`src/rtl/fetch_unit.sv`:
```
// Instruction fetch front end: program counter, req/ack instruction-memory reads, instruction buffer.
// Optional macro FETCH_PREFETCH_EN selects a two-entry buffer that prefetches ahead of the control unit.
module fetch_unit #(
    parameter int                  PC_WIDTH    = 8,
    parameter int                  INSTR_WIDTH = 16,
    parameter logic [PC_WIDTH-1:0] RESET_PC    = '0
) (
    input  logic                   clk,
    input  logic                   rst_n,
    output logic                   mem_req,
    output logic [PC_WIDTH-1:0]    mem_addr,
    input  logic                   mem_ack,
    input  logic [INSTR_WIDTH-1:0] mem_rdata,
    output logic [INSTR_WIDTH-1:0] ir,
    output logic [4:0]             opcode,
    output logic [PC_WIDTH-1:0]    ir_pc,
    output logic                   ir_valid,
    input  logic                   ir_take,
    input  logic                   redirect,
    input  logic [PC_WIDTH-1:0]    redirect_pc
);

`ifdef FETCH_PREFETCH_EN
    localparam logic [1:0] DEPTH = 2'd2;
`else
    localparam logic [1:0] DEPTH = 2'd1;
`endif

    // IDLE exists only so mem_req is low during reset and rises one cycle after release.
    typedef enum logic [1:0] {IDLE, FETCH, FULL, DISCARD} state_t;

    state_t                 state, state_nxt;
    logic [PC_WIDTH-1:0]    fetch_pc;
    logic [PC_WIDTH-1:0]    stale_pc;
    logic [1:0]             count, count_nxt;
    logic [INSTR_WIDTH-1:0] head_ir;
    logic [PC_WIDTH-1:0]    head_pc;
    logic                   ack, push, pop;

    assign mem_req  = (state == FETCH) || (state == DISCARD);
    assign mem_addr = (state == DISCARD) ? stale_pc : fetch_pc;
    assign ack      = mem_req && mem_ack;
    assign pop      = ir_take && (count != 2'd0) && !redirect;
    assign push     = ack && (state == FETCH) && !redirect;

    always_comb begin
        count_nxt = count;
        if (redirect)
            count_nxt = 2'd0;
        else if (push && !pop)
            count_nxt = count + 2'd1;
        else if (pop && !push)
            count_nxt = count - 2'd1;
    end

    always_comb begin
        state_nxt = state;
        case (state)
            IDLE:    state_nxt = FETCH;
            FETCH: begin
                // An outstanding read cannot be cancelled, so a redirect waits it out in DISCARD.
                if (redirect)
                    state_nxt = ack ? FETCH : DISCARD;
                else if (ack)
                    state_nxt = (count_nxt < DEPTH) ? FETCH : FULL;
            end
            FULL:    if (redirect || pop) state_nxt = FETCH;
            DISCARD: if (ack) state_nxt = FETCH;
            default: state_nxt = IDLE;
        endcase
    end

    always_ff @(posedge clk or negedge rst_n) begin
        if (!rst_n) begin
            state    <= IDLE;
            count    <= 2'd0;
            fetch_pc <= RESET_PC;
            stale_pc <= RESET_PC;
        end else begin
            state <= state_nxt;
            count <= count_nxt;
            if (redirect)
                fetch_pc <= redirect_pc;
            else if (push)
                fetch_pc <= fetch_pc + PC_WIDTH'(1);
            // Hold the in-flight address so mem_addr stays put while fetch_pc moves on.
            if ((state == FETCH) && redirect && !ack)
                stale_pc <= fetch_pc;
        end
    end

`ifdef FETCH_PREFETCH_EN
    logic [INSTR_WIDTH-1:0] tail_ir;
    logic [PC_WIDTH-1:0]    tail_pc;
    logic                   push_head;

    // A push lands in the head when the buffer is empty or its only entry leaves this cycle.
    assign push_head = (count == 2'd0) || (pop && (count == 2'd1));

    always_ff @(posedge clk or negedge rst_n) begin
        if (!rst_n) begin
            head_ir <= '0;
            head_pc <= '0;
            tail_ir <= '0;
            tail_pc <= '0;
        end else begin
            if (push && push_head) begin
                head_ir <= mem_rdata;
                head_pc <= fetch_pc;
            end else if (pop && (count == 2'd2)) begin
                head_ir <= tail_ir;
                head_pc <= tail_pc;
            end
            if (push && !push_head) begin
                tail_ir <= mem_rdata;
                tail_pc <= fetch_pc;
            end
        end
    end
`else
    always_ff @(posedge clk or negedge rst_n) begin
        if (!rst_n) begin
            head_ir <= '0;
            head_pc <= '0;
        end else if (push) begin
            head_ir <= mem_rdata;
            head_pc <= fetch_pc;
        end
    end
`endif

    assign ir       = head_ir;
    assign opcode   = head_ir[INSTR_WIDTH-1 -: 5];
    assign ir_pc    = head_pc;
    assign ir_valid = (count != 2'd0);

endmodule

```
`config.mk`:
```
export PLATFORM = sky130hd
export DESIGN_NAME = fetch_unit
export DESIGN_NICKNAME = d
export VERILOG_FILES = /design/src/rtl/fetch_unit.sv
export SDC_FILE = /design/constraint.sdc
export NUM_CORES = 1
export LEC_CHECK = 0
export BUFFER_PORTS_ARGS = -buffer_cell sky130_fd_sc_hd__buf_2
export CAP_MARGIN = 20
export CORE_ASPECT_RATIO = 0.9
export CORE_MARGIN = 2
export CORE_UTILIZATION = 30
export DETAILED_ROUTE_END_ITERATION = 10
export GPL_TIMING_DRIVEN = 0
export SETUP_SLACK_MARGIN = 0.15
export SLEW_MARGIN = 20
export SYNTH_ARGS = -nofsm -noshare
export SYNTH_HDL_FRONTEND = slang
export SYNTH_SLANG_ARGS = --single-unit
```
`constraint.sdc`:
```
create_clock -name clk -period 2.4 [get_ports clk]
set_clock_uncertainty 0.05 [all_clocks]
set_input_delay 0.48 -clock clk [delete_from_list [all_inputs] [get_ports clk]]
set_output_delay 0.48 -clock clk [all_outputs]
set_load 0.02 [all_outputs]
```
==> impl_results.md <==
* Setup TNS after final layout at 0 ns
* Hold_ws at 0.133 ns
* Die Area at 8020 sq um
* Fraction of layout cells with a size suffix above 1 at between 50% and 60%
* Final antenna-violating net count at 0
* Worst-Skew Late Latency at 0.29 ns
* Diode count at 0
* Main combinational cell family by area after synthesis: multiplexers
* Fillers at 692
* CTS tree: yes
* Synth Area in Simple Gates at 11.3%
* GR Overflow Total at 0
* PD cells at 1310 nW/um^2
* Dpl hpwl at 3.15 mm
* Post-placement cell area at 2640 sq um
* Synthesized area at 2200 sq um
* First-pass GRT wire length at between 7 and 8 mm
* Leak at 1.28 nW
* Slew HR at between 60 and 70%
* Num CTS Buffers at 5
* Worst Setup Start Kind: flop
* Core area at 7080 sq um
* Multi-input logic area at about 950 sq um
* Root buf cell: clkbuf_8
* CTS Buffer Depth at 2
* Top cells by area, synth: dfrtp_1, mux2_2, nand2_1, buf_4, xnor2_1
* H-tree levels at 2
* Layout net count at 277
* Worst path cell trace: buf_4, nand2_2, mux2_2, buf_2
* Chip Width at 94.2 um
* Post-synthesis xor/xnor area fraction at 3.59%
* Ports at just under 70
* Seq cells post-synth at 44
* Critical Path Sink Type: output port
* Overall power at between 3 and 4 mW
* Ys flop type: dfrtp_1
* Tcrit/Tclk final at 87.9%
* Num rows at 29
* Dpl ws at 0.451 ns
* Peak VDD IR at 0.000546 V
* CTS sink count at 44
* Synthesized area per cell at 12.7 sq um
* Mux cell area share after synthesis at 21.5%
* Layout Cell Area excl Fill at 2750 sq um
* IO Port Bufs at 66
* Post-synthesis compound-gate area fraction at 5.64%
* Initial Util at roughly 31%
* Starting DRT DRC Count at between 50 and 60
* EDFF count, synth at 0
* HP Class: input pin to async pin
* Slowest CP cell: mux2_2
* Fmax at 474 MHz
* Total number of vias at between 1,500 and 2,000
* Antenna violations before repair at 0
* Synth async-reset ratio at 100%
* Post-synth top area share at between 50% and 60%
* Cts hold-fix bufs at 0
* Syn nets at 204
* Drt wl/cell at 13.1 um
* Unrepaired setup endpoints after global routing: false
* Final WL at 4.42 mm
* Vias in the first global route at roughly 1,500
* Drt pass-1 iters at 4
* Tot GR Track Use at a little under an eighth
* CP max FO at 8
* Min cycle time layout at 2.11 ns
* Post-synth top area cell: dfrtp_1
* Die Y at 85.2 um
* Final setup fails at 0
* Seq/Total Area, Yosys at about 50%
* Largest net degree at the start of global routing at 45
* GPL Wtd Cong at 0.733
* Crit Path Category: flop to output port
* Storage element area at 1100 sq um
* Critical path data arrival time at 1.58 ns
* Warnings from Yosys at 0
* Hold Vio Cnt, Final at 0
* Largest stage delay on the critical path at 0.37 ns
* Max Slew Vio Count at 0
* Vias per cell at around 4.5
* Final worst slack at 0.289 ns
* Worst-Margin Slew at 0.568 ns
* Status: finished clean
* DRC Markers at 0
* Layout area overhead at 25.1%
* Yosys cell types at 40
* Post-Synth Adder-Cell Area at 1.14%
* Max_cap viols at 0
* Required @ worst endpoint at 1.87 ns
* Synthesized instance count at about 170
* Reg clk slew, reported paths at 0.08 ns
-- sequential cells by signal, summed over array words and instances, names as in the netlist --
name,flops
count,2
fetch_pc,8
ir,16
ir_pc,8
stale_pc,8
state,2
-- worst max-delay path, delay by kind of cell, from the launching register on --
| family | cells | cell delay [ns] |
|---|---|---|
| flip-flops | 1 | 0.36 |
| AND/OR/NAND/NOR | 1 | 0.22 |
| multiplexers | 1 | 0.37 |
| buffers and inverters | 2 | 0.33 |
-- layout by cell type, fill, tap and decap left out, types with 2 or more instances in the layout --
cell type	synthesis	layout
nand4_1	3	3
inv_1	4	4
nor3_1	2	2
clkbuf_8	0	5
nor2_1	4	4
ha_1	2	2
xnor2_1	6	6
xor2_1	3	3
buf_2	1	66
nor3_2	2	2
a21oi_1	2	2
buf_6	4	4
dfrtp_1	44	44
buf_4	7	8
nand2_1	15	14
clkbuf_1	3	3
mux2_2	41	41
o21ai_0	7	7
-- Yosys cell counts (2+ instances only) --
library cell and instances:
a21oi_1 2, buf_4 7, buf_6 4, clkbuf_1 3, dfrtp_1 44, ha_1 2
inv_1 4, mux2_2 41, nand2_1 15, nand4_1 3, nor2_1 4, nor3_1 2
nor3_2 2, o21ai_0 7, xnor2_1 6, xor2_1 3
-- path summary, 6_finish.rpt --
kind	startpoint	endpoint	slack, ns	depth (start not counted)
min in group clk	redirect_pc[2]	fetch_pc[2]	0.34	3
max in group asynchronous	rst_n	ir[11]	1.79	1
setup / recovery	state[0]	mem_addr[6]	0.29	4
hold / removal	rst_n	fetch_pc[6]	0.13	1
setup reg to reg	count[1]	state[0]	0.58	5
hold reg to reg	ir_pc[6]	ir_pc[6]	0.45	1
-- power by group --
group | internal, mW | leakage, nW | switching, mW | total (mW)
clock | 0.299 | 0.0501 | 0.243 | 0.542
sequential | 1.05 | 0.531 | 0.170 | 1.22
combinational | 0.837 | 0.701 | 0.986 | 1.82
-- metal layers --
metal	track usage, %	wire length [um]
met2	18.1	1990
met4	3.95	53
met3	3.46	321
met1	15.8	2060
met5	0	0
-- timing repair --
item / in CTS / in global routing
resized for setup: 1 / 0
setup buffers: 0 / 0
endpoints found under the setup margin: 8 / 0
-- cell type report --
type / instances / area share (%)
flip-flops and latches: 44 / 40.1
multi-input cells: 109 / 34.6
repair buffers: 66 / 12.1
plain buffers: 16 / 4.87
well taps: 93 / 4.23
clock buffers: 5 / 2.50
clock inverters: 1 / 1.09
inverters: 4 / 0.546
-- cells by family (layout without fill, tap and decap cells) --
group / after synthesis / in the layout
flip-flops: 44 / 44
multiplexers: 42 / 42
AND/OR/NAND/NOR: 38 / 38
buffers and inverters: 20 / 92
AO/OA/AOI/OAI: 18 / 18
XOR/XNOR: 9 / 9
adder cells (fa/ha/maj): 2 / 2
-- through the flow --
step,util [%],cells
5_1_grt,38.8,338
4_1_cts,38.8,338
2_1_floorplan,-,173
3_3_place_gp,37.4,332
3_5_place_dp,37.4,332
6_report,38.8,338
Power figures use the tool's default switching activity.
